## config.mk

```make
export PLATFORM = sky130hd
export DESIGN_NAME = core_cluster_mem_arbiter
export DESIGN_NICKNAME = d
export VERILOG_FILES = /design/src/rtl/core_cluster_mem_arbiter.sv
export SDC_FILE = /design/constraint.sdc
export NUM_CORES = 1
export LEC_CHECK = 0
export CORE_AREA = 2 2 224 226
export DETAILED_ROUTE_END_ITERATION = 6
export DIE_AREA = 0 0 226 228
export PLACE_DENSITY_LB_ADDON = 0.08
export SLEW_MARGIN = 20
export SYNTH_ARGS = -nofsm -noshare
export SYNTH_HDL_FRONTEND = slang
export SYNTH_SLANG_ARGS = --single-unit
```

## constraint.sdc

```tcl
create_clock -name clk -period 8.9 [get_ports clk]
set_input_delay 1.78 -clock clk [delete_from_list [all_inputs] [get_ports clk]]
set_output_delay 1.78 -clock clk [all_outputs]
set_load 0.05 [all_outputs]
```

## src/rtl/core_cluster_mem_arbiter.sv

```systemverilog
// Round-robin arbiter that shares one DRAM request port among NUM_CORES cores.
// It tags each granted request with the core id, limits in-flight reads per core,
// and steers tagged read responses back to the core that issued them.
module core_cluster_mem_arbiter #(
  parameter int unsigned NUM_CORES       = 4,
  parameter int unsigned ADDR_W          = 21,
  parameter int unsigned DATA_W          = 64,
  parameter int unsigned MAX_OUTSTANDING = 4,
  parameter int unsigned TAG_W           = 4
) (
  input  logic                          clk,
  input  logic                          reset_n,
  input  logic [NUM_CORES-1:0]          core_req_valid,
  output logic [NUM_CORES-1:0]          core_req_ready,
  input  logic [NUM_CORES-1:0]          core_req_write,
  input  logic [NUM_CORES*ADDR_W-1:0]   core_req_addr,
  input  logic [NUM_CORES*DATA_W-1:0]   core_req_wdata,
  output logic [NUM_CORES-1:0]          core_resp_valid,
  output logic [DATA_W-1:0]             core_resp_rdata,
  output logic                          mem_req_valid,
  input  logic                          mem_req_ready,
  output logic                          mem_req_write,
  output logic [ADDR_W-1:0]             mem_req_addr,
  output logic [DATA_W-1:0]             mem_req_wdata,
  output logic [TAG_W-1:0]              mem_req_tag,
  input  logic                          mem_resp_valid,
  input  logic [TAG_W-1:0]              mem_resp_tag,
  input  logic [DATA_W-1:0]             mem_resp_rdata,
  output logic                          busy
);

  localparam int unsigned PtrW = $clog2(NUM_CORES);
  localparam int unsigned CntW = $clog2(MAX_OUTSTANDING + 1);
  localparam logic [CntW-1:0] MaxCnt = CntW'(MAX_OUTSTANDING);
  localparam logic [PtrW:0] NumCores = (PtrW + 1)'(NUM_CORES);
  localparam logic [PtrW-1:0] LastCore = PtrW'(NUM_CORES - 1);

  logic [PtrW-1:0]      ptr_q, ptr_d;
  logic [CntW-1:0]      cnt_q [NUM_CORES];
  logic [CntW-1:0]      cnt_d [NUM_CORES];
  logic                 req_valid_q, req_write_q;
  logic [ADDR_W-1:0]    req_addr_q;
  logic [DATA_W-1:0]    req_wdata_q;
  logic [TAG_W-1:0]     req_tag_q;
  logic [NUM_CORES-1:0] resp_valid_q, resp_valid_d;
  logic [DATA_W-1:0]    resp_rdata_q;

  logic [NUM_CORES-1:0] eligible, cnt_inc, cnt_dec, cnt_nz;
  logic                 can_load, found, grant, tag_in_range, resp_ok;
  logic [PtrW-1:0]      win, resp_idx;
  logic [PtrW:0]        idx;

  // Output register may take a new request when empty or draining this cycle.
  assign can_load = ~req_valid_q | mem_req_ready;

  // Per-core eligibility: writes always, reads only below the in-flight limit.
  always_comb begin
    eligible = '0;
    for (int i = 0; i < NUM_CORES; i++) begin
      eligible[i] = core_req_valid[i] & (core_req_write[i] | (cnt_q[i] < MaxCnt));
    end
  end

  // Round-robin search from ptr_q, wrapping modulo NUM_CORES.
  always_comb begin
    found = 1'b0;
    win   = '0;
    idx   = '0;
    for (int k = 0; k < NUM_CORES; k++) begin
      idx = {1'b0, ptr_q} + (PtrW + 1)'(k);
      if (idx >= NumCores) idx = idx - NumCores;
      if (!found && eligible[idx[PtrW-1:0]]) begin
        found = 1'b1;
        win   = idx[PtrW-1:0];
      end
    end
    grant = found & can_load;
  end

  // One-hot ready for the winner; held low while reset is asserted.
  always_comb begin
    core_req_ready = '0;
    if (grant && reset_n) core_req_ready[win] = 1'b1;
  end

  // Response legality, counter next-state and pointer advance.
  always_comb begin
    resp_idx     = mem_resp_tag[PtrW-1:0];
    tag_in_range = 32'(mem_resp_tag) < NUM_CORES;
    resp_ok      = mem_resp_valid & tag_in_range & (cnt_q[resp_idx] != '0);
    resp_valid_d = '0;
    if (resp_ok) resp_valid_d[resp_idx] = 1'b1;
    for (int i = 0; i < NUM_CORES; i++) begin
      cnt_inc[i] = grant & (win == PtrW'(i)) & ~core_req_write[i];
      cnt_dec[i] = resp_ok & (resp_idx == PtrW'(i));
      cnt_nz[i]  = cnt_q[i] != '0;
      cnt_d[i]   = cnt_q[i];
      if (cnt_inc[i] && !cnt_dec[i]) cnt_d[i] = cnt_q[i] + 1'b1;
      else if (cnt_dec[i] && !cnt_inc[i]) cnt_d[i] = cnt_q[i] - 1'b1;
    end
    ptr_d = ptr_q;
    if (grant) ptr_d = (win == LastCore) ? '0 : win + 1'b1;
  end

  // State: request register, counters, pointer and registered response.
  always_ff @(posedge clk or negedge reset_n) begin
    if (!reset_n) begin
      ptr_q        <= '0;
      req_valid_q  <= 1'b0;
      req_write_q  <= 1'b0;
      req_addr_q   <= '0;
      req_wdata_q  <= '0;
      req_tag_q    <= '0;
      resp_valid_q <= '0;
      resp_rdata_q <= '0;
      for (int i = 0; i < NUM_CORES; i++) cnt_q[i] <= '0;
    end else begin
      ptr_q        <= ptr_d;
      cnt_q        <= cnt_d;
      resp_valid_q <= resp_valid_d;
      if (resp_ok) resp_rdata_q <= mem_resp_rdata;
      if (can_load) begin
        req_valid_q <= grant;
        if (grant) begin
          req_write_q <= core_req_write[win];
          req_addr_q  <= core_req_addr[win*ADDR_W +: ADDR_W];
          req_wdata_q <= core_req_wdata[win*DATA_W +: DATA_W];
          req_tag_q   <= TAG_W'(win);
        end
      end
      // Unsolicited or out-of-range responses are dropped.
      if (mem_resp_valid) begin
        assert (resp_ok)
          else $warning("dropped unexpected response, tag %0d", mem_resp_tag);
      end
    end
  end

  assign mem_req_valid   = req_valid_q;
  assign mem_req_write   = req_write_q;
  assign mem_req_addr    = req_addr_q;
  assign mem_req_wdata   = req_wdata_q;
  assign mem_req_tag     = req_tag_q;
  assign core_resp_valid = resp_valid_q;
  assign core_resp_rdata = resp_rdata_q;
  assign busy            = req_valid_q | (|cnt_nz);

endmodule

```

# --- After elaboration in Yosys (flattened, before gate mapping) ---
# Index checks and enable logic that the tools add are counted.
totals:
  register_bits: 171
  in_bits: 420
  output_inout_bits: 164
  elab_cells: 164
classes:
  n_addsub: 16
  n_mul: 1
  magnitude_cmp: 18
  eq_ne: 6
  n_shift: 2
  mux: 40
  bitwise: 31
  n_reduce_logical: 38
ops:
  columns: ["operator", "n"]
  rows:
  - ["$shiftx 256x9->64", 1]
  - ["$shiftx 84x8->21", 1]
  - ["$mux 3", 10]
  - ["$and 1x1->1", 19]
  - ["$lt 2x3->1 const B", 6]
  - ["$mux 2", 9]
  - ["$reduce_bool 3->1", 5]
  - ["$logic_and 1x1->1", 14]
  - ["$add 3x1->3 const B", 4]
  - ["$ge 3x3->1 const B", 4]
  - ["$lt 3x3->1 const B", 4]
  - ["$sub 3x1->3 const B", 4]
  - ["$logic_not 1->1", 11]
  - ["$mux 1", 11]
  - ["$bmux 1 s2", 5]
  - ["$eq 2x2->1 const B", 4]
  - ["$mux 4", 2]
  - ["$reduce_bool 2->1", 4]
  - ["$sub 2x1->2 const B", 4]
  - ["$mul 2x5->7 const B", 1]
  - ["$add 2x2->3 const B", 2]
  - ["$bmux 3 s2", 1]
  - ["$or 1x1->1", 6]
  - ["$not 1->1", 5]
  - ["other kinds (11)", 15]

# --- Logic depth before layout (Yosys ltp) ---
# Gate-level depths: netlist of run 1.
depth:
  word_depth: 22
  depth_mapped: 16
  ltp_nobuf: 13

# --- Least setup slack after synthesis of run 1 ---
# OpenSTA, ideal clock, no wires.
synth_timing:
  kind: "input-to-output"
  from: "in core_req_write[2]"
  to: "out core_req_ready[0]"
  t_arrival_ns: 3.734
  required_ns: 7.120
  setup_slack_ns: 3.386
  cell_stages: 9
  n_path_buf: 2
  cell_sequence: "nand2b_1 -> nand3_1 -> a21oi_2 -> buf_2 -> buf_1 -> nor2_1 -> inv_1 -> ha_1 -> and3_1"
synth_between:
  elab_chain_len: 19
  word_cells_on_any_way: 32
  cone_classes: "order compare (2); mux (19); bitwise (3); reduce/logical (8)"
synth_rtl:
  columns: ["item", "line_no", "source"]
  rows:
  - ["from (decl)", "15", "input logic [NUM_CORES-1:0] core_req_write,"]
  - ["$or 1x1->1 (*)", "60", "eligible[i] = core_req_valid[i] & (core_req_write[i] | (cnt_q[i] < MaxCnt));"]
  - ["$and 1x1->1 (*)", "60", null]
  - ["$bmux 1 s2", "72", "if (!found && eligible[idx[PtrW-1:0]]) begin"]
  - ["$mux 1 (implied by the code)", "72", null]
  - ["$mux 1", "72", null]
  - ["$logic_not 1->1", "72", null]
  - ["$logic_and 1x1->1", "72", null]
  - ["$mux 1", "72", null]
  - ["[4 not listed]", null, null]
  - ["$logic_and 1x1->1", "72", null]
  - ["$mux 2 (*)", "72", null]
  - ["named net win[0]", "50", "logic [PtrW-1:0] win, resp_idx;"]
  - ["$lt 2x3->1 (implied by the code) / $ge 2x1->1 (equally long branches)", "83", "if (grant && reset_n) core_req_ready[win] = 1'b1;"]
  - ["$logic_and 1x1->1 (implied by the code)", "83", null]
  - ["$mux 1 (implied by the code)", "83", null]
  - ["$demux 1 s2 (*)", "83", null]
  - ["$mux 4 (*)", "83", null]
  - ["to (decl)", "14", "output logic [NUM_CORES-1:0] core_req_ready,"]
# Mark *: on every way through the listed nets, which the timed path passes. The rest lies on a longest branch. The select of a mux whose other input is x is not followed.

# --- Worst setup path after layout of run 1 ---
layout_timing:
  from: "in core_req_write[0]"
  to: "out core_req_ready[0]"
layout_between:
  elab_chain_len: 19
  word_cells_on_any_way: 32
  cone_classes: "order compare (2); mux (19); bitwise (3); reduce/logical (8)"
layout_rtl:
  columns: ["item", "line_no"]
  rows:
  - ["$or 1x1->1 (*)", "60"]
  - ["$and 1x1->1 (*)", "60"]
  - ["$bmux 1 s2", "72"]
  - ["$mux 1 (implied by the code)", "72"]
  - ["$mux 1", "72"]
  - ["$logic_not 1->1", "72"]
  - ["$logic_and 1x1->1", "72"]
  - ["$mux 1", "72"]
  - ["[3 not listed]", null]
  - ["$logic_not 1->1", "72"]
  - ["$logic_and 1x1->1", "72"]
  - ["$mux 2", "72"]
  - ["$lt 2x3->1 (implied by the code) / $ge 2x1->1 (equally long branches)", "83"]
  - ["$logic_and 1x1->1 (implied by the code)", "83"]
  - ["$mux 1 (implied by the code)", "83"]
  - ["$demux 1 s2", "83"]
  - ["$mux 4 (*)", "83"]
# Mark *: on every way between the ends. The rest lies on a longest branch, timed or not. The select of a mux whose other input is x is not followed.

==> summary.txt, run 1 <==
status: finished clean
sequential area share after synthesis: 42.7%
via density per instance: 4.60
Crit Path Category: in2out
gpl congestion: 0.799
RSZ-0062 raised after global routing: false
final setup margin: 1.07 ns
fillers: 5026
Die X: 226 microns
DIE HEIGHT: 228 microns
CTS Sinks: 171
gr usage total: 18.7%
core area: 0.0493 sq mm
clk_skew: 0.0133 ns
most frequent cells in the layout: clkdlybuf4s50_1 (580), dfrtp_1 (171), nor2_1 (97), inv_1 (96)
Post-Place Setup Slack: 0.939 ns
initial antenna violation count: 11
number of flops mapped to enable cells by yosys: 0
antenna viol nets, final: 0
Tightest Hold Check Type: reg2reg
Placement Cell Area: 0.0164 sq mm
H-tree lvl count: 4
CTS tree: built
setup TNS: 0 ns
Avg Cell Area, Syn: 10.4 sq um
fmax: 128 MHz
dpl hpwl: 35100 microns
switch share: 50.6%
sequential share of power: 23.3%
fin crit share: 88.0%
total grt overflow: 0
Initial Util: 20.3%
Final Instance Area: 0.0171 sq mm
Residual DRC: 0
first-pass GRT wire length: 70100 microns
quantity of hold-fixing buffers added after cts: 0
1st-pass router iterations: 5
top post-synthesis cells by area: dfrtp_1 (43%), mux2i_1 (8.6%), mux2_2 (7.6%)
mapped cell area: 0.0100 sq mm
Slew @ Worst Pin: 1.03 ns
fraction of layout cells with a size suffix above 1: 9.94%
Num CTS Buffers: 17
Via Count: 9963
register bit total from synthesis: 171
crit path DAT: 6.05 ns
post-layout minimum cycle time: 7.83 ns
Gate Count Post-Synth: 962
Hold Path Depth: 2
vias in the first global route: 10.4k
final core utilization: 34.5%
post-DR wirelength/cell: 22.4 microns
# rows: 82
DIE AREA: 0.0515 sq mm
final setup fails: 0
Worst EP required: 7.12 ns
Layout area overhead: 70.3%
post-CTS sizing: 0
area share of the largest cell type after synthesis: 42.7%
commonest non-fill, non-tap cell in the layout: clkdlybuf4s50_1
ys async rst share: 100%
worst r2r path cells: 11
library cells used by synthesis: 43
clock network power share: 14.1%
leakage: 6.60 nW
clk_lat worst skew: 0.49 ns
final hold vios: 0
critical path peak fanout: 37
crit path launch type: input port
dominant synthesized flop cell: dfrtp_1
DR iter-0 viols: 460
final WL: 48600 microns
Power Density: 348 mW/mm^2
Psw: 3.00 mW
Buffers on Ports: 581
root buffer cell: clkbuf_16
# IOs: 584
CTS Buffer Depth: 2
Final Max Slew Viols: 0
yosys warns: 0
clock-pin slew on the worst setup and hold paths: 0.07 ns
Peak supply drop: 0.148 mV
Max Cap Viol: 0
post-synth top area cell: dfrtp_1
post-CTS setup buffer count: 0
pin count of the biggest net entering global routing: 99
slew margin rel.: 31.4%
internal power: 2.93 mW
Nets: 1909
CP Capture Type: output pin
power share of the combinational group: 62.6%
==> cell usage after synthesis, types with 3 or more instances <==
master	instances
dfrtp_1	171
nor2_1	98
inv_1	96
a211oi_1	86
a221oi_1	86
mux2i_1	86
a2111oi_0	68
mux2_2	68
clkbuf_1	67
buf_2	23
a2111oi_2	18
nand2_1	10
ha_1	8
xor2_1	8
buf_4	7
and3_1	5
nand2b_1	5
fa_1	4
nor3_1	4
xnor2_1	4
buf_1	3
buf_6	3
nand3_1	3
nor3b_1	3
o21ai_0	3
or3_1	3
==> routing by layer <==
layer	part of all wire (%)	wire, microns	track usage [%]
met1	40	19200	21.4
met2	49	24000	31.2
met3	9.1	4410	7.47
met4	1.9	944	6.83
met5	0.16	80	0
==> through the flow <==
stage	cells	hold slack [ns]	total power, mW
finish	2168	0.489	5.93
global route	2166	0.520	6.26
CTS	2161	0.495	6.03
detailed placement	2130	0.478	5.15
global placement	2130	0.469	5.14
floorplan	963	0.465	3.74
==> state kept, by name (all words and copies together), names as in the netlist <==
signal           count
core_resp_rdata     64
mem_req_wdata       64
mem_req_addr        21
cnt_q               12
core_resp_valid      4
mem_req_tag          2
ptr_q                2
mem_req_valid        1
mem_req_write        1
==> cells by family (layout without fill, tap and decap cells) <==
| kind of cell | after synthesis | in the layout | share of synthesized area [%] |
|---|---|---|---|
| compound gates | 273 | 273 | 23.8 |
| buf+inv | 201 | 727 | 8.31 |
| flops | 171 | 171 | 42.7 |
| mux | 155 | 155 | 16.5 |
| simple gates | 137 | 137 | 5.81 |
| fa+ha+maj | 12 | 12 | 1.80 |
| xor+xnor | 12 | 12 | 1.05 |
| other cells | 1 | 9 | 0.0375 |
==> final timing paths <==
check                                           startpoint                              end  slack (ns)
worst max-delay path                     core_req_write[0]                core_req_ready[0]        1.07
worst min-delay path            mem_req_tag[1]$_DFFE_PN0P_       mem_req_tag[1]$_DFFE_PN0P_        0.49
worst max register to register        ptr_q[0]$_DFFE_PN0N_            cnt_q[10]$_DFFE_PN0P_        4.35
worst min register to register  mem_req_tag[1]$_DFFE_PN0P_       mem_req_tag[1]$_DFFE_PN0P_        0.49
max in group asynchronous                          reset_n  core_resp_rdata[37]$_DFFE_PN0P_        6.33
min in group asynchronous                          reset_n  core_resp_rdata[27]$_DFFE_PN0P_        1.23
==> worst max-delay path, cell delays in order <==
cell             delay (ns)
clkdlybuf4s50_1        0.49
nand2b_1               0.23
a32o_4                 0.47
a21oi_4                0.74
clkinv_2               0.86
ha_1                   0.53
and3_1                 0.19
clkdlybuf4s50_1        0.71
==> area by class of cell <==
class                      instances  area [sq um]  share of cell area [%]
antenna                            7          17.5                   0.103
clock buffer                      18           439                    2.58
clock inverter                    13           181                    1.06
inverter                          98           369                    2.16
multi-input combinational        591          4980                    29.2
sequential                       171          4280                    25.1
tap                              672           841                    4.93
timing repair buffer             598          5950                    34.9
==> power by group through the flow <==
stage	combinational, mW	clock [mW]	sequential [mW]
after floorplan	1.15	0	2.59
after global placement	3.75	0	1.38
after detailed placement	3.76	0	1.39
after CTS	3.77	0.876	1.39
after global routing	3.92	0.908	1.43
final	3.71	0.836	1.38
Power figures use the tool's default switching activity.
==> run 2, diff against run 1 <==
CORE_AREA = 2 2 230 232   (was 2 2 224 226)
DIE_AREA = 0 0 232 234   (was 0 0 226 228)
==> summary.txt, run 2 (synthesized netlist as in run 1, its figures left out) <==
Crit path top cell by count: clkdlybuf4s50_1
RSZ-0062 raised after global routing: false
CTS Sinks: 171 (unchanged)
commonest non-fill, non-tap cell in the layout: clkdlybuf4s50_1
CTS tree: built
# IOs: 584 (unchanged)
vias in the first global route: 10.2k (-2.0%)
Slew @ Worst Pin: 0.963 ns (-0.0664 ns)
Max Cap Viol: 0 (unchanged)
final setup fails: 0 (unchanged)
final hold vios: 0 (unchanged)
Worst EP required: 7.12 ns (about the same)
CP Capture Type: output pin
Die X: 232 microns (+2.7%)
fraction of layout cells with a size suffix above 1: 9.99% (+0.054 points)
final setup margin: 1.97 ns (+0.905 ns)
Final Max Slew Viols: 0 (unchanged)
fmax: 144 MHz (+13%)
gpl congestion: 0.740 (-7.3%)
Peak supply drop: 0.179 mV (+21%)
dpl hpwl: 35600 microns (+1.3%)
post-layout minimum cycle time: 6.93 ns (-0.905 ns)
post-DR wirelength/cell: 22.4 microns (-0.10%)
leakage: 6.57 nW (-0.36%)
Worst Setup SP: core_req_write[0]
antenna viol nets, final: 0 (unchanged)
most frequent cells in the layout: clkdlybuf4s50_1 (580), dfrtp_1 (171), nor2_1 (97), inv_1 (96)
setup TNS: 0 ns (unchanged)
gr usage total: 17.7% (-0.95 points)
clock-pin slew on the worst setup and hold paths: 0.07 ns (about the same)
pin count of the biggest net entering global routing: 88 (-11%)
Buffers on Ports: 581 (unchanged)
clk_lat worst skew: 0.48 ns (about the same)
Hold Crit Start: mem_req_tag[1]$_DFFE_PN0P_
crit path DAT: 5.15 ns (-0.90 ns)
Tightest Hold Check Type: reg2reg
crit path buf inv count: 2 (-1)
critical path peak fanout: 49 (+32%)
post-CTS setup buffer count: 0 (unchanged)
H-tree lvl count: 4 (unchanged)
fin crit share: 77.8% (-10 points)
crit-path cells: clkdlybuf4s50_1 > nand2b_1 > a32o_4 > a21oi_4 > ha_1 > and3_1 > clkdlybuf4s50_1
Layout area overhead: 70.2% (about the same)
slowest stage delay, CP: 0.84 ns (-0.02 ns)
total grt overflow: 0 (unchanged)
quantity of hold-fixing buffers added after cts: 0 (unchanged)
Via Count: 9879 (-0.84%)
first-pass GRT wire length: 69900 microns (-0.19%)
crit path launch type: input port
CP max-delay cell: clkdlybuf4s50_1
Crit Path Category: in2out
via density per instance: 4.53 (-1.4%)
DIE HEIGHT: 234 microns (+2.6%)
1st-pass router iterations: 4 (-1)
Power Density: 345 mW/mm^2 (-0.82%)
Num CTS Buffers: 17 (unchanged)
final WL: 48900 microns (+0.50%)
core area: 0.0520 sq mm (+5.4%)
status: finished clean
Initial Util: 19.2% (-1.0 points)
Nets: 1910 (+0.052%)
initial antenna violation count: 8 (-3)
Top delay family on crit path: buffers and inverters
Post-Place Setup Slack: 1.90 ns (+0.961 ns)
DIE AREA: 0.0543 sq mm (+5.4%)
CTS Buffer Depth: 2 (unchanged)
RR Startpoint: ptr_q[0]$_DFFE_PN0N_
post-CTS sizing: 0 (unchanged)
clk_skew: 0.00975 ns (-0.00356 ns)
slew margin rel.: 35.8% (+4.4 points)
root buffer cell: clkbuf_16
# rows: 84 (+2.4%)
Residual DRC: 0 (unchanged)
DR iter-0 viols: 500 (+8.7%)
run 2: cell types whose count changed in the layout (fill, tap and decap cells not counted):
| cell | delta |
|---|---|
| diode_2 | -5 |
| clkinvlp_4 | +4 |
| inv_6 | -2 |
| buf_4 | +1 |
| bufinv_16 | -1 |
| clkbuf_1 | +1 |
| clkbuf_8 | -1 |
run 2: final cells by class:
cell class / count / area, sq um
Tap cell: 688 / 861
Antenna cell: 2 / 5.00
Multi-Input combinational cell: 591 / 4980
Inverter: 98 / 369
Clock inverter: 14 / 164
Sequential cell: 171 / 4280
Timing Repair Buffer: 599 / 5950
Clock buffer: 18 / 429
Fill cell: 5392 / 35000
run 2: final timing paths:
check | to | slack (ns) | depth (start not counted)
min in group asynchronous | core_resp_rdata[29]$_DFFE_PN0P_ | 1.31 | 1
hold / removal | mem_req_tag[1]$_DFFE_PN0P_ | 0.49 | 2
setup reg to reg | cnt_q[5]$_DFFE_PN0P_ | 5.13 | 12
max in group asynchronous | core_resp_rdata[7]$_DFFE_PN0P_ | 6.24 | 2
setup / recovery | core_req_ready[2] | 1.97 | 7
hold reg to reg | mem_req_tag[1]$_DFFE_PN0P_ | 0.49 | 2
run 2: worst min-delay path, stage by stage (launching register included):
cell	delay, ns
dfrtp_1	0.35
nand2_1	0.04
o21ai_0	0.06
run 2: stage by stage:
step | util, % | std cells | hold slack [ns] | cell area (sq um) | power, mW
floorplan | - | 963 | 0.465 | 10000 | 3.74
global placement | 31.6 | 2147 | 0.483 | 16400 | 5.14
detailed placement | 31.6 | 2147 | 0.485 | 16400 | 5.15
CTS | 32.7 | 2179 | 0.501 | 17000 | 5.99
global route | 32.7 | 2179 | 0.522 | 17000 | 6.22
finish | 32.7 | 2181 | 0.491 | 17000 | 5.88
run 2: report_power, final:
group          switching [mW]  internal (mW)
Combinational            2.38           1.32
Sequential              0.223           1.16
Clock                   0.375          0.420
run 2: routing by layer:
metal  share of wire, %  track usage, %  vias up
li1                   -               -     4674
met2                 51            31.0      360
met1                 39            20.3     4798
met5               0.18               0        -
met3                8.5            6.94       35
met4                1.1            4.03       12
